$ cat src/rtl/if_stage.sv
// rtl/if_stage.sv - Instruction fetch stage: PC register, next-PC select and IF/ID register
//
// Purpose:
//   Holds the fetch PC, selects the next PC, and captures the fetched
//   instruction into the IF/ID register. Also counts every instruction
//   that is loaded into IF/ID.
//   Next-PC priority: reset > redirect > stall > npc_sel > pc+4.
//   Optional macro IF_ADEL_EN enables fetch address-error (AdEL) detection
//   and the exccode_d port.
//
// Ports:
//   clk          in   rising-edge clock
//   reset        in   synchronous active-high reset
//   stall        in   hold PC and IF/ID
//   npc_sel      in   taken jump/branch from ID
//   npc[31:0]    in   jump/branch target from ID
//   redirect     in   exception/eret redirect, overrides stall
//   redirect_pc  in   redirect target
//   imem_instr   in   instruction word at imem_addr
//   imem_addr    out  current fetch PC
//   instr_d, pc_d, pc4_d  out  IF/ID contents
//   valid_d      out  IF/ID holds a real fetched instruction
//   exccode_d    out  fetch exception code (IF_ADEL_EN only)
//   fetch_cnt    out  instructions loaded into IF/ID
module if_stage (
  input  logic        clk,
  input  logic        reset,
  input  logic        stall,
  input  logic        npc_sel,
  input  logic [31:0] npc,
  input  logic        redirect,
  input  logic [31:0] redirect_pc,
  input  logic [31:0] imem_instr,
  output logic [31:0] imem_addr,
  output logic [31:0] instr_d,
  output logic [31:0] pc_d,
  output logic [31:0] pc4_d,
  output logic        valid_d,
`ifdef IF_ADEL_EN
  output logic [4:0]  exccode_d,
`endif
  output logic [31:0] fetch_cnt
);

  localparam logic [31:0] RESET_PC = 32'h0000_3000;

  logic [31:0] pc_f_q, pc_f_d;
  logic [31:0] instr_q, instr_nd;
  logic [31:0] pcd_q, pcd_d;
  logic [31:0] pc4d_q, pc4d_d;
  logic        valid_q, valid_nd;
  logic [31:0] cnt_q, cnt_d;
  logic [31:0] pc4;

`ifdef IF_ADEL_EN
  logic [4:0] exc_q, exc_d;
  logic       fetch_fault;

  // Misaligned or outside the instruction memory window 0x3000..0x6FFC.
  assign fetch_fault = (pc_f_q[1:0] != 2'b00) ||
                       (pc_f_q < 32'h0000_3000) ||
                       (pc_f_q > 32'h0000_6FFC);
`endif

  assign pc4 = pc_f_q + 32'd4;

  always_comb begin
    pc_f_d   = pc_f_q;
    instr_nd = instr_q;
    pcd_d    = pcd_q;
    pc4d_d   = pc4d_q;
    valid_nd = valid_q;
    cnt_d    = cnt_q;
`ifdef IF_ADEL_EN
    exc_d    = exc_q;
`endif
    if (redirect) begin
      // Redirect wins over stall and flushes IF/ID to a nop bubble.
      pc_f_d   = redirect_pc;
      instr_nd = 32'd0;
      pcd_d    = 32'd0;
      pc4d_d   = 32'd0;
      valid_nd = 1'b0;
`ifdef IF_ADEL_EN
      exc_d    = 5'd0;
`endif
    end else if (!stall) begin
      // Delay slot is architectural: npc_sel only steers the PC, IF/ID loads normally.
      pc_f_d   = npc_sel ? npc : pc4;
      instr_nd = imem_instr;
      pcd_d    = pc_f_q;
      pc4d_d   = pc4;
      valid_nd = 1'b1;
      cnt_d    = cnt_q + 32'd1;
`ifdef IF_ADEL_EN
      exc_d    = 5'd0;
      if (fetch_fault) begin
        instr_nd = 32'd0;
        exc_d    = 5'd4;
      end
`endif
    end
  end

  always_ff @(posedge clk) begin
    if (reset) begin
      pc_f_q  <= RESET_PC;
      instr_q <= 32'd0;
      pcd_q   <= 32'd0;
      pc4d_q  <= 32'd0;
      valid_q <= 1'b0;
      cnt_q   <= 32'd0;
`ifdef IF_ADEL_EN
      exc_q   <= 5'd0;
`endif
    end else begin
      pc_f_q  <= pc_f_d;
      instr_q <= instr_nd;
      pcd_q   <= pcd_d;
      pc4d_q  <= pc4d_d;
      valid_q <= valid_nd;
      cnt_q   <= cnt_d;
`ifdef IF_ADEL_EN
      exc_q   <= exc_d;
`endif
    end
  end

  assign imem_addr = pc_f_q;
  assign instr_d   = instr_q;
  assign pc_d      = pcd_q;
  assign pc4_d     = pc4d_q;
  assign valid_d   = valid_q;
  assign fetch_cnt = cnt_q;
`ifdef IF_ADEL_EN
  assign exccode_d = exc_q;
`endif

endmodule

$ cat config.mk
export PLATFORM = sky130hd
export DESIGN_NAME = if_stage
export DESIGN_NICKNAME = d
export VERILOG_FILES = /design/src/rtl/if_stage.sv
export SDC_FILE = /design/constraint.sdc
export NUM_CORES = 1
export LEC_CHECK = 0
export ABC_AREA = 1
export ABC_CLOCK_PERIOD_IN_PS = 1960
export BUFFER_PORTS_ARGS = -buffer_cell sky130_fd_sc_hd__buf_2
export CORE_MARGIN = 4
export CORE_UTILIZATION = 50
export CTS_CLUSTER_SIZE = 30
export DETAILED_ROUTE_END_ITERATION = 8
export PLACE_DENSITY = 0.82
export SKIP_CTS_REPAIR_TIMING = 1
export SLEW_MARGIN = 20
export SYNTH_ARGS = -nofsm -noshare
export SYNTH_HDL_FRONTEND = slang
export SYNTH_SLANG_ARGS = --single-unit
$ cat constraint.sdc
create_clock -name clk -period 1.96 [get_ports clk]
set_input_delay 0.392 -clock clk [delete_from_list [all_inputs] [get_ports clk]]
set_output_delay 0.392 -clock clk [all_outputs]
set_load 0.01 [all_outputs]
== Yosys cells after proc, flatten, opt, wreduce, memory -nomap -nowiden ==
Cells that the tools add are included.
Storage, ports and cells
  bits in registers: 161
  input port bits: 101
  output and inout port bits: 161
Cells by class
  $add $sub $neg: 2
  equality and inequality tests: 1
  muxes and demuxes: 3
  bitwise operators: 2
  reductions and logical operators: 2
Operators with widths (count)
  32-bit 2-to-1 mux: 3
  32-bit by 1-bit adder with 32-bit output (second input constant): 1
  32-bit by 3-bit adder with 32-bit output (second input constant): 1
  2-bit by 1-bit != test with 1-bit output (second input constant): 1
  1-bit inverter: 2
  2-bit AND reduction: 1
  2-bit OR reduction: 1

== Depth between registers and ports, before layout ==
  word-level depth: 4
  mapped depth: 12

== Worst setup path after synthesis ==
OpenSTA, ideal clock, no wires.
  path kind: reg-to-reg
  start: reg pc_f_q[2] (netlist: imem_addr[2])
  end: reg pc_f_q[20] (netlist: imem_addr[20])
  setup time: 0.128 ns
  arrival: 1.419 ns
  required time: 1.832 ns
  setup slack: 0.414 ns
  stages on the path, launching flop included: 11
  buffers on the path: 0
  period minus slack after synthesis: 1.546 ns
  path through: dfxtp_1 -> ha_1 -> nand2_2 -> nor2_4 -> nand2_4 -> nor2_8 -> nand2_1 -> nand2_1 -> nand3_1 -> a21oi_1 -> nor2_1
On the way
  word-level cells in the longest chain between the ends: 4
RTL lines
  from (decl): RTL line 47  | logic [31:0] pc_f_q, pc_f_d;
  from (signal assigned): RTL line 117  | pc_f_q <= pc_f_d;
  32-bit by 3-bit adder with 32-bit output: RTL line 65  | assign pc4 = pc_f_q + 32'd4;
  32-bit 2-to-1 mux: RTL line 89  | pc_f_d = npc_sel ? npc : pc4;
  32-bit 2-to-1 mux: RTL line 87  | end else if (!stall) begin
  32-bit 2-to-1 mux: RTL line 77  | if (redirect) begin
No other way between the ends. The select of a mux whose other input is x is not followed.
A chain may end at the register's enable or synchronous reset.

== Worst setup path after layout ==
  start: reg pc_f_q[2] (netlist: imem_addr[2])
  end: reg pc4d_q[24] (netlist: pc4_d[24])
On the way
  word-level cells in the longest chain between the ends: 1
RTL lines
  32-bit by 3-bit adder with 32-bit output: RTL line 65
  to (signal assigned): RTL line 120  | pc4d_q <= pc4d_d;
  to (decl): RTL line 50  | logic [31:0] pc4d_q, pc4d_d;
No other way between the ends.

==> reports/metrics.cfg <==
[status]
status = finished clean

[global_route]
grt_max_degree = 115
grt_antenna_before_repair = 0
grt_pass1_wl_um = 39650
grt_pass1_vias = 7744
track_usage = 0.2779
grt_overflow = 0

[layout]
fill_cells = 1351
area_growth_pct = 28.05
fin_util = 0.6556
drive_gt1_frac = 0.2656
n_antenna_cell = 0
mostFrequentLayoutCells = nand2_1 (276), buf_2 (261), nor2_1 (167), dfxtp_1 (159), inv_1 (103)
layoutNonFillerInstCount = 1581
final_common_cell = nand2_1
nNetsFinal = 1484
fin_area_um2 = 9967

[yosys]
yosysTopAreaCell = dfxtp_1
yosys_warnings = 0
yosys_register_bits = 159
synth_area_per_cell_um2 = 6.882
yosysTopAreaCellShare = 0.4089
ys_types = 43
syn-cell-area_um2 = 7784
synth_nets = 1234
netlist_instances = 1131
synth-seq-area-share = 0.4089
synth_area_leaders = dfxtp_1 (41%), nand2_1 (13%), nor2_1 (8.1%)

[floorplan]
die_w_um = 132.8
num_rows = 45
coreArea_um2 = 15200
ios = 262
dieArea_um2 = 17630
dieHeight_um = 132.8
initial_core_util = 0.5120

[drt]
wl_per_cell_um = 15.95
via_per_inst = 5.330
drc = 0
vias = 8426
firstDrtPassIters = 5
drtIter0Drc = 653
detail-route-antenna-nets = 0
routed_wl_um = 25210

[sta]
setup_ws_ps = 243.9
final-hold-violation-count = 0
fin_crit_ps = 1716
whs_ps = 209.9
worst_pin_slew_ps = 585.9
fin_crit_sh = 0.8756
fin_skew_ps = 14.17
max_freq_mhz = 582.7
setup_violations = 0
rsz0062_at_grt = no
maxSlewViolCount = 0
tns_ps = 0
max_slew_margin = 0.6094

[worst_setup_path]
cpLargestDelayFamily = simple AND/OR/NAND/NOR gates
crit_fanout = 3
required_ps = 2290
arrival_ps = 2040
crit_chain = ha_1 -> nand2_2 -> nor2_4 -> nand2_1 -> nor2_2 -> nand2_1 -> nand2_1 -> nand3_1 -> o211ai_1 -> inv_1
crit_buf_inv = 1
critPathMaxStageDelay_ps = 340
cp-start-kind = flip-flop
slowest_stage = dfxtp_1
critPathKind = reg -> reg
cpMostUsedCell = nand2_1
endpoint_kind = flip-flop

[clocking]
cts_sinks = 159
clockBufferDepth = 2
numCtsBuffers = 17
cts.clk_slew.worst_paths_ps = 70
cts_root_buffer = clkbuf_16
worstSkewPairLatency_ps = 430
cts_tree = done
h-tree-depth = 4

[power_and_ir_drop]
powerDensity_nw_per_um2 = 805.8
ir_drop_mv = 0.6481
total_power_mw = 8.032
p_leak_nw = 4.784

[placed_design]
dp_worst_setup_slack_ps = 236.3
hpwl_um = 18780
postPlaceCellArea_um2 = 9315
gp_congestion = 0.9204
port_buffers = 261
placed_cells = 1550

[min_path]
worstHoldPathType = in -> reg

[job]
max_cap_violations = 0

kinds of logic (layout without fill, tap and decap cells):
group                    Yosys count  in the layout  synth area share
AO/OA/AOI/OAI                    222            222            0.1535
XOR/XNOR                          17             17           0.02009
adder cells (fa/ha/maj)            2              2          0.003214
buffers and inverters            166            428           0.08696
flip-flops                       159            159            0.4089
AND/OR/NAND/NOR                  565            565            0.3273
synth_stat cells (all sizes together):
library cell  instances
clkinv                3
o211ai               18
nor3b                 1
nand3                64
xor2                 15
a221oi                2
clkbuf               39
o21ai                90
buf                  18
nand3b                6
dfxtp               159
ha                    2
nor4                  1
nand4                 6
a31oi                 7
inv                 106
nor2                192
nand2               288
o21a                  2
nor3                  4
a211oi                4
xnor2                 2
and2                  3
a21oi                99
cell type report:
type / count / area, um2 / area share
Inverter: 109 / 419.2 / 0.04205
Timing Repair Buffer: 288 / 1546 / 0.1552
Tap cell: 188 / 235.2 / 0.02360
Sequential cell: 159 / 3183 / 0.3194
Clock buffer: 18 / 439.2 / 0.04406
Clock inverter: 13 / 212.7 / 0.02134
Multi-Input combinational cell: 806 / 3931 / 0.3944
final timing paths:
kind                   from     endpoint  slack [ps]  cells past startpoint
max            imem_addr[2]    pc4_d[24]         240                     10
min reg2reg      instr_d[6]   instr_d[6]         460                      2
max reg2reg    imem_addr[2]    pc4_d[24]         240                     10
min          imem_instr[10]  instr_d[10]         210                      3
registers in the layout, summed over array words and instances (netlist names):
signal     count
pc4_d         30
fetch_cnt     32
instr_d       32
valid_d        1
imem_addr     32
pc_d          32
where the power goes:
part           switching, mW  internal [mW]  leakage [nW]
clock                   1.37           2.29         0.309
sequential             0.101           3.35          1.30
combinational          0.571          0.346          3.18
total                   2.04           5.99          4.78
worst reg2reg max path, stage by stage (launching register included):
cell and delay (ps):
dfxtp_1 340, ha_1 220, nand2_2 80, nor2_4 160, nand2_1 180, nor2_2 240, nand2_1 80, nand2_1 80
nand3_1 80, o211ai_1 110, inv_1 50
metal layers:
metal | track usage | vias to the layer above | share of wire
met5 | 0 | - | 0
met1 | 0.3630 | 3826 | 0.43
met3 | 0.06426 | 65 | 0.084
met2 | 0.4424 | 407 | 0.45
li1 | - | 4128 | -
met4 | 0.1178 | 0 | 0.034
(Power assumes the default switching activity.)
